===== src/rtl/debounce_bank.sv =====
// Bank of independent button debouncers sharing one sample tick, with press/release/long-press
// pulses and a per-channel up/down press counter. The release pulse port is named release_pulse
// because "release" is a reserved word in SystemVerilog.
module debounce_bank #(
    parameter int unsigned CHANNELS     = 4,
    parameter int unsigned TICK_DIV     = 4096,
    parameter int unsigned STABLE_TICKS = 15,
    parameter int unsigned LONG_TICKS   = 500,
    parameter int unsigned CNT_W        = 8
) (
    input  logic                      clk,
    input  logic                      rst,
    input  logic [CHANNELS-1:0]       btn,
    input  logic [CHANNELS-1:0]       cnt_dn,
    input  logic [CHANNELS-1:0]       clear,
    output logic [CHANNELS-1:0]       level,
    output logic [CHANNELS-1:0]       press,
    output logic [CHANNELS-1:0]       release_pulse,
    output logic [CHANNELS-1:0]       long_press,
    output logic [CHANNELS*CNT_W-1:0] count
);

    localparam int unsigned TW = (TICK_DIV > 1) ? $clog2(TICK_DIV) : 1;
    // One spare code so stable+1 never wraps, even with STABLE_TICKS of 1.
    localparam int unsigned SW = $clog2(STABLE_TICKS + 2);
    localparam int unsigned HW = $clog2(LONG_TICKS + 1);

    localparam logic [TW-1:0] TickLast  = TW'(TICK_DIV - 1);
    localparam logic [SW-1:0] StableMax = SW'(STABLE_TICKS);
    localparam logic [HW-1:0] HoldMax   = HW'(LONG_TICKS);

    typedef enum logic [1:0] {StRel, StChkP, StPrs, StChkR} state_e;

    logic [CHANNELS-1:0] sync1_q, sync2_q;
    logic [TW-1:0]       tick_cnt_q, tick_cnt_d;
    logic                tick;

    state_e           state_q  [CHANNELS];
    state_e           state_d  [CHANNELS];
    logic [SW-1:0]    stable_q [CHANNELS];
    logic [SW-1:0]    stable_d [CHANNELS];
    logic [HW-1:0]    hold_q   [CHANNELS];
    logic [HW-1:0]    hold_d   [CHANNELS];
    logic [CNT_W-1:0] count_q  [CHANNELS];
    logic [CNT_W-1:0] count_d  [CHANNELS];

    logic [CHANNELS-1:0] level_q, level_d;
    logic [CHANNELS-1:0] press_q, press_d;
    logic [CHANNELS-1:0] rel_q, rel_d;
    logic [CHANNELS-1:0] long_q, long_d;

    always_comb begin
        tick       = (tick_cnt_q == TickLast);
        tick_cnt_d = tick ? '0 : tick_cnt_q + TW'(1);
    end

    always_comb begin
        level_d = level_q;
        press_d = '0;
        rel_d   = '0;
        long_d  = '0;
        for (int i = 0; i < CHANNELS; i++) begin
            state_d[i]  = state_q[i];
            stable_d[i] = stable_q[i];
            hold_d[i]   = hold_q[i];
            count_d[i]  = count_q[i];
            if (tick) begin
                unique case (state_q[i])
                    StRel: begin
                        if (!sync2_q[i]) begin
                            state_d[i]  = StChkP;
                            stable_d[i] = SW'(1);
                        end
                    end
                    StChkP: begin
                        if (sync2_q[i]) begin
                            state_d[i] = StRel;
                        end else if (stable_q[i] + SW'(1) >= StableMax) begin
                            state_d[i]  = StPrs;
                            stable_d[i] = '0;
                            level_d[i]  = 1'b0;
                            press_d[i]  = 1'b1;
                            count_d[i]  = cnt_dn[i] ? count_q[i] - CNT_W'(1)
                                                    : count_q[i] + CNT_W'(1);
                        end else begin
                            stable_d[i] = stable_q[i] + SW'(1);
                        end
                    end
                    StPrs: begin
                        if (sync2_q[i]) begin
                            state_d[i]  = StChkR;
                            stable_d[i] = SW'(1);
                        end else if (hold_q[i] != HoldMax) begin
                            // Saturating at HoldMax makes the long pulse fire once per press.
                            hold_d[i] = hold_q[i] + HW'(1);
                            long_d[i] = (hold_q[i] + HW'(1) == HoldMax);
                        end
                    end
                    StChkR: begin
                        if (!sync2_q[i]) begin
                            state_d[i] = StPrs;
                        end else if (stable_q[i] + SW'(1) >= StableMax) begin
                            state_d[i]  = StRel;
                            stable_d[i] = '0;
                            hold_d[i]   = '0;
                            level_d[i]  = 1'b1;
                            rel_d[i]    = 1'b1;
                        end else begin
                            stable_d[i] = stable_q[i] + SW'(1);
                        end
                    end
                endcase
            end
            if (clear[i]) begin
                count_d[i] = '0;
            end
        end
    end

    always_ff @(posedge clk) begin
        if (rst) begin
            sync1_q    <= '1;
            sync2_q    <= '1;
            tick_cnt_q <= '0;
            level_q    <= '1;
            press_q    <= '0;
            rel_q      <= '0;
            long_q     <= '0;
            for (int i = 0; i < CHANNELS; i++) begin
                state_q[i]  <= StRel;
                stable_q[i] <= '0;
                hold_q[i]   <= '0;
                count_q[i]  <= '0;
            end
        end else begin
            sync1_q    <= btn;
            sync2_q    <= sync1_q;
            tick_cnt_q <= tick_cnt_d;
            level_q    <= level_d;
            press_q    <= press_d;
            rel_q      <= rel_d;
            long_q     <= long_d;
            for (int i = 0; i < CHANNELS; i++) begin
                state_q[i]  <= state_d[i];
                stable_q[i] <= stable_d[i];
                hold_q[i]   <= hold_d[i];
                count_q[i]  <= count_d[i];
            end
        end
    end

    always_comb begin
        level         = level_q;
        press         = press_q;
        release_pulse = rel_q;
        long_press    = long_q;
        count         = '0;
        for (int i = 0; i < CHANNELS; i++) begin
            count[i*CNT_W +: CNT_W] = count_q[i];
        end
    end

endmodule

===== config.mk =====
export PLATFORM = sky130hd
export DESIGN_NAME = debounce_bank
export DESIGN_NICKNAME = d
export VERILOG_FILES = /design/src/rtl/debounce_bank.sv
export SDC_FILE = /design/constraint.sdc
export NUM_CORES = 1
export LEC_CHECK = 0
export BUFFER_PORTS_ARGS = -buffer_cell sky130_fd_sc_hd__buf_2
export CORE_AREA = 2 2 129 119
export CTS_BUF_LIST = sky130_fd_sc_hd__clkbuf_16
export DETAILED_ROUTE_END_ITERATION = 6
export DIE_AREA = 0 0 131 121
export PLACE_DENSITY_LB_ADDON = 0.15
export REMOVE_ABC_BUFFERS = 1
export SYNTH_ARGS = -nofsm -noshare
export SYNTH_HDL_FRONTEND = slang
export SYNTH_SLANG_ARGS = --single-unit

===== constraint.sdc =====
create_clock -name clk -period 2.3 [get_ports clk]
set_input_delay 0.23 -clock clk [delete_from_list [all_inputs] [get_ports clk]]
set_output_delay 0.23 -clock clk [all_outputs]
set_load 0.005 [all_outputs]

Word level (Yosys, flattened, before mapping)
Memories as Yosys holds them, arrays and structs flattened. Index checks and enable logic that the tools add are counted.

Word-level logic and storage cells: 294. Output and inout bits: 48. Input bits: 14. Bits in writable memories: 96. Register bits after elaboration: 36. Memories kept: 4.

Memory list: hold_q (depth 4, bits a word 9, rd ports 4, clocked after memory_dff 0, write ports 4, RTL line 42) `logic [HW-1:0] hold_q [CHANNELS];`; count_q (depth 4, bits a word 8, rd ports 4, clocked after memory_dff 0, write ports 4, RTL line 44) `logic [CNT_W-1:0] count_q [CHANNELS];`; stable_q (depth 4, bits a word 5, rd ports 4, clocked after memory_dff 0, write ports 4, RTL line 40) `logic [SW-1:0] stable_q [CHANNELS];`; state_q (depth 4, bits a word 2, rd ports 4, clocked after memory_dff 0, write ports 4, RTL line 38) `state_e state_q [CHANNELS];`.

Multiplexer cells: 151. Add/sub/neg operators: 17. Order comparisons: 4. Equality and inequality tests: 37. Bitwise operators: 37. Reduce and logical (&&, ||, !) cells: 25.

Operator list (count): two-way mux 8 bit (28); two-way mux 9 bit (24); two-way mux 5 bit (28); case mux 5 bit (4 select lines) (4); case mux 9 bit (2 select lines) (4); two-way mux 2 bit (32); adder 9 x 1 -> 9 bit, second input constant (4); equality test 9 bit, second input constant (4); inequality test 9 bit, second input constant (4); adder 8 x 1 -> 8 bit, second input constant (4); inequality test 2 bit, second input constant (16); case mux 2 bit (4 select lines) (4); OR reduction 4 bit (8); subtractor 8 x 1 -> 8 bit, second input constant (4); AND reduction 6 bit (4); two-way mux 1 bit (23); NOT 1 bit (21); adder 5 x 1 -> 5 bit, second input constant (4); >= comparator 5 x 4 -> 1 bit, second input constant (4); OR reduction 5 bit (4); equality test 2 bit, second input constant (8); bitwise OR 1 bit (16); adder 12 x 1 -> 12 bit, second input constant (1); equality test 12 bit, second input constant (1); 5 further kinds (17).

Longest topological paths before layout
Gate-level depths: netlist of run 1.

Depth in word-level cells: 8. Depth in mapped cells: 9. Depth with buffers taken out: 8.

Worst setup path after synthesis of run 1
Ideal clock, no wire load.

Path kind: flip-flop to flip-flop. Start point: mem stable_q[0][0] in the netlist's numbering. End point: mem count_q[0][7]. Path slack: 0.035 ns. Arrival time: 2.195 ns. Buffers on the path: 0. Clock period less this slack: 2.265 ns. Stages on the path, launching flop included: 9. Data required time: 2.230 ns. Cells stage by stage: dfxtp_1 > inv_1 > ha_1 > or3b_1 > o311ai_1 > a211oi_4 > nand4_2 > or4_1 > a21oi_1.

RTL lines (RTL line): from (decl) (40); to (decl) (44).

==> key figures, run 1 <==
Status
  • Status: finished clean

Logic synthesis
  • FF+latch count, synth: 132
  • Warnings, synthesis: 0
  • Post-synthesis cell count: between 900 and 1k
  • Main flop type after synthesis: dfxtp_1
  • Number of synthesized flops with an enable pin: 0
  • Post-synthesis async set-or-reset flop share: 0%
  • Post-Syn Area: 0.00781 mm^2
  • Distinct cells, synth: 79
  • Syn_area_per_cell: between 8 and 9 um^2
  • Seq/Total Area, Yosys: 33.8%

Layout
  • Fillers: approximately 1.2k
  • FF+latch area: 0.00265 mm^2
  • Final non-filler cell total: approximately 1.3k
  • Layout cells sized above 1: 20.8%
  • Most frequent cells in the layout: dfxtp_1 (129), nor2_1 (92), inv_1 (66)
  • Commonest non-fill, non-tap cell in the layout: dfxtp_1
  • Area of the multi-input gates: 0.00502 mm^2
  • ANT cells: 0
  • Final core utilization: 65.5%
  • P&R area growth vs syn: 21.3%
  • Nets: 1120

Critical path
  • Req. time, crit path: 2.61 ns
  • CP Buf/Inv Count: 3
  • Worst Setup End Kind: register
  • Slowest cell on crit path: dfxtp_4
  • Crit-path leading delay family: compound AO/OA/AOI/OAI gates
  • Critical path class: reg -> reg
  • WP data arrival: approximately 2.6 ns
  • CP max FO: 5
  • Worst-path cell chain: inv_2 > ha_4 > or3b_1 > o311ai_2 > a211oi_2 > buf_4 > buf_4 > o2111ai_2 > mux2i_1 > nor2_1
  • FF-to-FF Start: stable_q[2][0]
  • Startpoint types: register
  • Critical Path Max Stage Delay: 0.38 ns
  • Critical Path Start: stable_q[2][0]
  • CP most frequent cell: buf_4

Timing
  • F_max: 0.444 GHz
  • Slew headroom: between 50% and 60%
  • Tmin final: 2.25 ns
  • Worst Skew: 0.00702 ns
  • Endpoints failing hold: 0
  • # setup viols final: 0
  • RSZ-0062 raised after global routing: yes
  • Worst-margin pin slew: 0.654 ns
  • Final worst hold slack: approximately 0.16 ns
  • Slew Viols, Final: 0
  • Final Cycle Share: 97.9%

Global routing
  • First-pass GRT wire length: 29100 um
  • Largest net degree at the start of global routing: 30
  • Vias in the first global route: around 6.4k
  • Total congestion overflow: 0
  • Gr usage total: 22.4%
  • Initial antenna violation count: 0

Routing
  • Iter 0 DRT Violations: about 330
  • DRC Markers: 0
  • Drt wl/cell: 14.0 um
  • Detail-routed via count per cell: approximately 5.7
  • Antenna Nets Post-Route: 0
  • Detailed-router iteration count before antenna repair: 6
  • Via count: 7112
  • Final wirelength: 17500 um

Clock tree
  • Worst-case clock buffer depth: 2
  • CTS Root Cell: clkbuf_16
  • Skew-Pair Late Insertion Delay: 0.42 ns
  • H-tree Lvls: 4
  • CTS tree: built
  • Num CTS Buffers: 17
  • Clk slew on worst S/H paths: about 0.060 ns
  • Sink Count: 132

Flow run
  • Maxcap violations: 0

Floorplanning
  • Full die area: 0.0159 mm^2
  • Top Ports: 62
  • Placeable Area: 0.0145 mm^2
  • Die X: 131 um
  • Die Ht: about 120 um
  • Initial Utilization: 54.0%
  • FP Rows: 42

Power and ir drop
  • Gate power share: 4.4%
  • Net Sw Power: 0.00109 W
  • Internal: 0.00372 W
  • P per Cell Area: 507 mW/mm^2
  • Maximum VDD drop: 0.000529 V
  • Sequential share of power: 48.7%
  • Clock share of power: 46.8%
  • Net Sw Frac: 22.6%
  • P_leak: around 3.7 nW

Placed design
  • Post-Place Cells: 1213
  • Placed wire-length estimate: 12200 um
  • Port buffer count: ~60
  • Gp weighted congestion: about 0.86

Worst hold path
  • Hold Path Origin: clear[1]
  • Hold Crit Class: in -> reg
## registers in the layout, indices dropped and copies added, names as in the netlist, named ones only
register / count
count_q: 32
hold_q: 36
level: 4
long_press: 4
press: 4
release_pulse: 4
stable_q: 20
state_q: 4
sync1_q: 4
sync2_q: 4
tick_cnt_q: 12
## synth_stat cells (4+ instances only)
cell type / number / area share (%)
dfxtp_1: 132 / 34
nor2_1: 92 / 4.4
inv_1: 66 / 3.2
a21oi_1: 60 / 3.8
nand2_1: 58 / 2.8
ha_1: 53 / 8.5
o21ai_0: 37 / 2.4
nand3_1: 34 / 2.2
nor3_1: 29 / 1.9
and3_1: 27 / 2.2
clkbuf_1: 24 / 1.2
xnor2_1: 20 / 2.2
a211oi_1: 17 / 1.6
or2_2: 17 / 1.4
o31ai_1: 16 / 1.5
nor2b_1: 15 / 1.2
mux2i_1: 14 / 1.8
a31oi_1: 13 / 1.0
o211ai_1: 13 / 1.2
o21a_1: 13 / 1.2
xor2_1: 12 / 1.3
nand2b_1: 11 / 0.88
nor4_1: 9 / 0.72
or4_1: 9 / 0.87
o21ai_1: 8 / 0.51
a2111oi_0: 7 / 0.79
buf_2: 7 / 0.45
nand4_1: 7 / 0.56
or3_1: 7 / 0.56
buf_1: 6 / 0.29
a21boi_0: 5 / 0.48
a311oi_1: 5 / 0.56
nand4b_1: 5 / 0.56
nor3b_1: 5 / 0.48
a31o_2: 4 / 0.45
fa_1: 4 / 1.0
o2111ai_1: 4 / 0.45
o21bai_1: 4 / 0.38
o22ai_1: 4 / 0.32
o31a_1: 4 / 0.45
## through the flow
step	instance area (um^2)	setup TNS, ns	total power (W)	setup WS, ns
5_1_grt	9470	-0.904	0.00500	-0.130
3_5_place_dp	8600	-0.0997	0.00259	-0.0837
4_1_cts	9170	0	0.00485	0.0127
3_3_place_gp	8600	0	0.00259	0.0218
2_1_floorplan	7650	-75.93	0.00250	-1.61
6_report	9470	0	0.00480	0.0483
## what timing repair did
action                     4_1_cts  5_1_grt
setup buffers                    1        8
hold endpoints to repair         4        0
gates cloned                     0        2
pin swaps                        3       11
setup endpoints to repair        1       57
hold buffers                     4        0
resized for setup                7       48
## layer usage
metal | up-vias | routed length, um | GRT usage, %
li1 | 3653 | - | -
met1 | 3289 | 8720 | 31.5
met2 | 142 | 7980 | 34.7
met3 | 28 | 659 | 5.25
met4 | 0 | 185 | 5.45
met5 | - | 0 | 0
## cells by family (layout without fill, tap and decap cells)
logic type	after synthesis	in the layout	synth area share, %
AND/OR/NAND/NOR	347	347	23.3
AO/OA/AOI/OAI	253	254	22.4
flip-flops	132	132	33.8
buffers and inverters	105	220	5.26
adder cells (fa/ha/maj)	57	57	9.52
XOR/XNOR	32	32	3.59
multiplexers	16	16	2.08
## layout make-up
class	instances	share of cell area (%)
clock buffers	17	4.49
clock inverters	11	0.542
inverters	67	2.66
multi-input cells	706	53.0
flip-flops and latches	132	28.0
well taps	198	2.62
repair buffers	125	8.69
## power groups by stage
stage | Clock (W) | Combinational, W | Sequential (W)
6_report | 0.00225 | 0.000213 | 0.00234
3_3_place_gp | 0 | 0.000202 | 0.00239
5_1_grt | 0.00241 | 0.000239 | 0.00234
3_5_place_dp | 0 | 0.000205 | 0.00239
2_1_floorplan | 0 | 0.000120 | 0.00238
4_1_cts | 0.00230 | 0.000211 | 0.00234
## worst register-to-register path, delay by kind of cell, from the launching register on
family / cells / cell delay [ns]
flops: 1 / 0.38
buf+inv: 3 / 0.36
simple gates: 2 / 0.43
mux: 1 / 0.21
fa+ha+maj: 1 / 0.26
compound gates: 3 / 0.50
## final timing paths
kind,slack (ns),depth (start not counted),to
setup / recovery,0.05,10,register
hold / removal,0.16,3,count_q[1][7]
setup reg to reg,0.05,10,register
hold reg to reg,0.41,1,sync2_q[1]
Power figures use the tool's default switching activity.
==> inputs of run 2 (changes only) <==
- CTS_BUF_LIST: sky130_fd_sc_hd__clkbuf_16 -> default
==> key figures, run 2 (same netlist as run 1, synthesis figures left out) <==
Critical path
  • Reg2reg setup slack: 0.05 ns (about the same)
  • WP data arrival: 2.60 ns (+0.04 ns)
  • Worst Setup End Kind: register
  • Worst reg2reg endpoint: count_q[2][7]
  • Critical path class: reg -> reg
  • Slowest cell on crit path: or4_1
  • Critical Path Max Stage Delay: 0.51 ns (+0.13 ns)
  • FF-to-FF Start: stable_q[2][0]
  • CP max FO: 4 (-1)
  • R2R depth: 8 (-2)
  • Req. time, crit path: 2.65 ns (+0.04 ns)
  • Startpoint types: register
  • Worst-path cell chain: inv_2 > ha_4 > or3b_1 > o311ai_2 > a211oi_2 > nand3_1 > or4_1 > a21oi_1

Clock tree
  • Num CTS Buffers: 17 (unchanged)
  • H-tree Lvls: 4 (unchanged)
  • CTS tree: built
  • CTS Root Cell: clkbuf_16
  • Clk slew on worst S/H paths: 0.06 ns (about the same)
  • Sink Count: 132 (unchanged)
  • Skew-Pair Late Insertion Delay: 0.42 ns (about the same)
  • Worst-case clock buffer depth: 2 (unchanged)

Timing
  • Final Cycle Share: 97.9% (about the same)
  • Worst-margin pin slew: 0.953 ns (+0.299 ns)
  • F_max: 0.444 GHz (about the same)
  • Slew Viols, Final: 0 (unchanged)
  • Final worst hold slack: 0.162 ns (+0.000760 ns)
  • RSZ-0062 raised after global routing: yes
  • Slew headroom: 35.9% (-20 points)
  • Worst Skew: 0.00601 ns (-0.00101 ns)
  • Setup TNS Final: 0 ns (unchanged)
  • Endpoints failing hold: 0 (unchanged)
  • # setup viols final: 0 (unchanged)
  • Tmin final: 2.25 ns (+0.00104 ns)

Worst hold path
  • Hold Crit Class: in -> reg
  • Hold Path Origin: clear[1]
  • Hold Crit Endpoint: count_q[1][7]
  • Hold depth: 3 (unchanged)

Power and ir drop
  • P_leak: 3.73 nW (about the same)
  • P per Cell Area: 518 mW/mm^2 (+2.2%)
  • Maximum VDD drop: 0.000548 V (+3.6%)

Global routing
  • Total congestion overflow: 0 (unchanged)
  • Largest net degree at the start of global routing: 30 (unchanged)
  • Gr usage total: 22.4% (about the same)
  • Vias in the first global route: 6415 (+0.27%)
  • Initial antenna violation count: 0 (unchanged)
  • First-pass GRT wire length: 29100 um (-0.21%)

Floorplanning
  • Placeable Area: 0.0145 mm^2 (unchanged)
  • FP Rows: 42 (unchanged)
  • Die Ht: 121 um (unchanged)
  • Die X: 131 um (unchanged)
  • Full die area: 0.0159 mm^2 (unchanged)
  • Top Ports: 62 (unchanged)
  • Initial Utilization: 54.0% (unchanged)

Layout
  • Largest registers: hold_q: 36 flops, count_q: 32 flops, stable_q: 20 flops
  • Largest Register: hold_q
  • Most frequent cells in the layout: dfxtp_1 (129), nor2_1 (92), inv_1 (64)
  • P&R area growth vs syn: 21.4%
  • Commonest non-fill, non-tap cell in the layout: dfxtp_1
  • Layout cells sized above 1: 20.8% (about the same)
  • Max reg flops: 36 (unchanged)
  • Nets: 1119 (-0.089%)
  • Fin area: 0.00948 mm^2 (+0.12%)
  • ANT cells: 0 (unchanged)

Placed design
  • Placed wire-length estimate: 12200 um (unchanged)
  • Placed cell area: 0.00860 mm^2 (unchanged)
  • Gp weighted congestion: 0.861 (unchanged)
  • Port buffer count: 61 (unchanged)

Flow run
  • Maxcap violations: 0 (unchanged)

Routing
  • Antenna Nets Post-Route: 0 (unchanged)
  • Final wirelength: 17600 um (+0.30%)
  • Drt wl/cell: 14.0 um (+0.38%)
  • DRC Markers: 0 (unchanged)
  • Via count: 7111 (-0.014%)
  • Detail-routed via count per cell: 5.67 (about the same)
  • Detailed-router iteration count before antenna repair: 5 (-1)
  • Iter 0 DRT Violations: 334 (+0.91%)

Status
  • Status: finished clean
==> run 2: area by class of cell <==
class,count,area [um^2]
Clock inverter,6,32.5
Sequential cell,132,2650
Inverter,67,251
Multi-Input combinational cell,706,5010
Fill cell,1240,4970
Tap cell,198,248
Clock buffer,22,474
Timing Repair Buffer,124,816
==> run 2: per-stage QoR <==
step / worst slack (ns) / util, % / power (W) / cells
2_1_floorplan: -1.61 / - / 0.00250 / 904
3_3_place_gp: 0.0218 / 59.5 / 0.00259 / 1213
3_5_place_dp: -0.0837 / 59.5 / 0.00259 / 1213
4_1_cts: 0.0129 / 63.6 / 0.00497 / 1246
5_1_grt: -0.130 / 65.6 / 0.00511 / 1255
6_report: 0.0473 / 65.6 / 0.00491 / 1255
==> run 2: layer usage <==
metal | GRT usage, % | up-vias | routed length (um)
li1 | - | 3652 | -
met1 | 31.4 | 3309 | 8800
met2 | 34.4 | 130 | 7960
met3 | 4.50 | 20 | 630
met4 | 7.38 | 0 | 207
met5 | 0 | - | 0
==> run 2: report_power, final <==
group	total [W]	internal [W]	switching [W]	leakage [nW]
registers	0.00234	0.00231	0.0000304	1.07
clock network	0.00236	0.00142	0.000933	0.253
logic	0.000213	0.0000912	0.000122	2.41
==> run 2: how the worst max path moves through the flow <==
stage                         from            end  slack [ns]  cells past startpoint
global route        stable_q[2][0]  count_q[2][6]       -0.13                      8
finish              stable_q[2][0]  count_q[2][7]        0.05                      8
global placement         cnt_dn[0]  count_q[0][7]        0.02                      8
floorplan            tick_cnt_q[0]  count_q[1][7]       -1.61                      6
detailed placement       cnt_dn[0]  count_q[0][7]       -0.08                      8
CTS                 stable_q[0][0]  count_q[0][7]        0.01                      8
==> run 2: repair_timing <==
item                                    4_1_cts  5_1_grt
cloned                                        0        2
hold buffers                                  4        0
resized for setup                             7       46
endpoints found under the hold margin         4        0
setup buffers                                 1        7
pin swaps                                     3       12
endpoints found under the setup margin        1       58
==> run 2: critical path: cells and delay by family (launching register included) <==
family          cells  cell delay (ns)
simple gates        3             0.84
compound gates      3             0.67
flops               1             0.38
fa+ha+maj           1             0.23
buf+inv             1             0.06
==> inputs of run 3 (changes only) <==
--- a/config.mk
+++ b/config.mk
@@ -11,4 +11,5 @@
 export DIE_AREA = 0 0 131 121
 export PLACE_DENSITY_LB_ADDON = 0.15
+export RECOVER_POWER = 25
 export REMOVE_ABC_BUFFERS = 1
 export SYNTH_ARGS = -nofsm -noshare
==> constraint.sdc (replaced) <==
create_clock -name clk -period 2.3 [get_ports clk]
set_input_delay 0.23 -clock clk [delete_from_list [all_inputs] [get_ports clk]]
set_output_delay 0.23 -clock clk [all_outputs]
set_load 0.1 [all_outputs]
==> key figures, run 3 (same netlist as run 1, synthesis figures left out) <==
Routing
  • Iter 0 DRT Violations: 332 (-0.60%)
  • Final wirelength: 17500 um (-0.36%)
  • Antenna Nets Post-Route: 0 (unchanged)
  • Detailed-router iteration count before antenna repair: 5 (unchanged)
  • Drt wl/cell: 14.0 um (-0.36%)
  • Via count: 7100 (-0.15%)
  • DRC Markers: 0 (unchanged)
  • Detail-routed via count per cell: 5.66 (-0.15%)

Clock tree
  • Skew-Pair Late Insertion Delay: 0.42 ns (about the same)
  • Num CTS Buffers: 17 (unchanged)
  • Worst-case clock buffer depth: 2 (unchanged)
  • CTS tree: built
  • Clk slew on worst S/H paths: 0.06 ns (about the same)
  • CTS Root Cell: clkbuf_16
  • H-tree Lvls: 4 (unchanged)
  • Sink Count: 132 (unchanged)

Global routing
  • Initial antenna violation count: 0 (unchanged)
  • Gr usage total: 22.4% (unchanged)
  • Vias in the first global route: 6415 (unchanged)
  • First-pass GRT wire length: 29100 um (unchanged)
  • Total congestion overflow: 0 (unchanged)
  • Largest net degree at the start of global routing: 30 (unchanged)

Critical path
  • CP max FO: 5 (+1)
  • Startpoint types: register
  • Req. time, crit path: 2.58 ns (-0.07 ns)
  • Crit-path leading delay family: compound AO/OA/AOI/OAI gates
  • CP most frequent cell: buf_4
  • Worst-path cell chain: inv_2 > ha_4 > or3b_1 > o311ai_2 > a211oi_2 > buf_4 > buf_4 > o2111ai_2 > mux2i_1 > nor2_1
  • Critical Path Max Stage Delay: 0.38 ns (-0.13 ns)
  • Worst Setup End Kind: register
  • CP Buf/Inv Count: 3 (+2)
  • Slowest cell on crit path: dfxtp_4
  • Critical path class: reg -> reg
  • WP data arrival: 2.56 ns (-0.04 ns)

Layout
  • P&R area growth vs syn: 20.6%
  • ANT cells: 0 (unchanged)
  • Fin area: 0.00942 mm^2 (-0.65%)
  • Commonest non-fill, non-tap cell in the layout: dfxtp_1
  • Fillers: 1257 (+1.4%)
  • Largest Register: hold_q
  • Largest registers: hold_q: 36 flops, count_q: 32 flops, stable_q: 20 flops
  • Layout cells sized above 1: 17.5% (-3.3 points)
  • Most frequent cells in the layout: dfxtp_1 (129), nor2_1 (92), inv_1 (64)
  • Max reg flops: 36 (unchanged)
  • Nets: 1119 (unchanged)

Power and ir drop
  • Internal: 0.00382 W (-0.11%)
  • Sequential share of power: 47.7% (about the same)
  • Clock share of power: 48.1% (about the same)
  • Net Sw Power: 0.00108 W (-0.12%)
  • P_leak: 3.58 nW (-3.9%)
  • Gate power share: 4.2% (about the same)
  • Maximum VDD drop: 0.000547 V (-0.33%)
  • Net Sw Frac: 22.1% (about the same)
  • P per Cell Area: 521 mW/mm^2 (+0.54%)

Floorplanning
  • Die Ht: 121 um (unchanged)
  • Die X: 131 um (unchanged)
  • Placeable Area: 0.0145 mm^2 (unchanged)
  • Full die area: 0.0159 mm^2 (unchanged)
  • Initial Utilization: 54.0% (unchanged)
  • FP Rows: 42 (unchanged)
  • Top Ports: 62 (unchanged)

Timing
  • Worst Skew: 0.00571 ns (-0.000299 ns)
  • Worst-margin pin slew: 1.17 ns (+0.219 ns)
  • Final Cycle Share: 98.9% (+1.0 points)
  • Setup TNS Final: 0 ns (unchanged)
  • # setup viols final: 0 (unchanged)
  • F_max: 0.439 GHz (-1.0%)
  • Tmin final: 2.28 ns (+0.0231 ns)
  • Slew headroom: 22.2% (-14 points)
  • Slew Viols, Final: 0 (unchanged)
  • Final worst hold slack: 0.161 ns (-0.000504 ns)
  • Endpoints failing hold: 0 (unchanged)
  • RSZ-0062 raised after global routing: yes

Status
  • Status: finished clean

Placed design
  • Gp weighted congestion: 0.861 (unchanged)
  • Placed wire-length estimate: 12200 um (unchanged)
  • Port buffer count: 61 (unchanged)
  • Placed cell area: 0.00860 mm^2 (unchanged)

Worst hold path
  • Hold Crit Class: in -> reg

Flow run
  • Maxcap violations: 0 (unchanged)
==> run 3: worst min-delay path, delay by kind of cell <==
kind / cells / cell delay (ns)
buffers and inverters: 1 / 0.07
AND/OR/NAND/NOR: 1 / 0.19
AO/OA/AOI/OAI: 1 / 0.04
==> run 3: timing repair <==
item | in CTS | in global routing
hold endpoints to repair | 4 | 0
cloned | 0 | 2
endpoints found under the setup margin | 1 | 58
hold buffers | 4 | 0
setup buffers | 1 | 7
pin swaps | 3 | 12
resized for setup | 7 | 46
==> run 3: final timing paths <==
path / start / endpoint / slack (ns) / cells after the start
setup reg to reg: stable_q[2][0] / register / 0.02 / 10
setup / recovery: stable_q[2][0] / register / 0.02 / 10
hold / removal: clear[1] / count_q[1][7] / 0.16 / 3
hold reg to reg: sync1_q[1] / sync2_q[1] / 0.41 / 1
==> run 3: stage by stage <==
step	worst slack [ns]	total power (W)	std cells	utilization [%]
after floorplan	-1.61	0.00250	904	-
after global placement	0.0218	0.00259	1213	59.5
after detailed placement	-0.0837	0.00259	1213	59.5
after CTS	0.0129	0.00497	1246	63.6
after global routing	-0.130	0.00510	1255	65.2
final	0.0242	0.00491	1255	65.2
==> run 3: power by group through the flow <==
stage / Clock (W) / Combinational, W / Sequential [W]
floorplan: 0 / 0.000120 / 0.00238
global placement: 0 / 0.000202 / 0.00239
detailed placement: 0 / 0.000205 / 0.00239
CTS: 0.00242 / 0.000211 / 0.00234
global route: 0.00253 / 0.000234 / 0.00234
finish: 0.00236 / 0.000208 / 0.00234
==> run 3: cell type report <==
cell class / count / area, um^2 / area share (%)
Sequential cell: 132 / 2650 / 28.1
Timing Repair Buffer: 124 / 754 / 8.01
Tap cell: 198 / 248 / 2.63
Multi-Input combinational cell: 706 / 5010 / 53.2
Inverter: 67 / 251 / 2.67
Clock inverter: 6 / 32.5 / 0.345
Clock buffer: 22 / 474 / 5.03
==> run 3: per-layer routing <==
layer | GRT usage [%] | part of all wire (%) | up-vias
met1 | 31.4 | 50 | 3298
li1 | - | - | 3649
met3 | 4.50 | 3.6 | 16
met2 | 34.4 | 46 | 137
met5 | 0 | 0 | -
met4 | 7.38 | 1.0 | 0
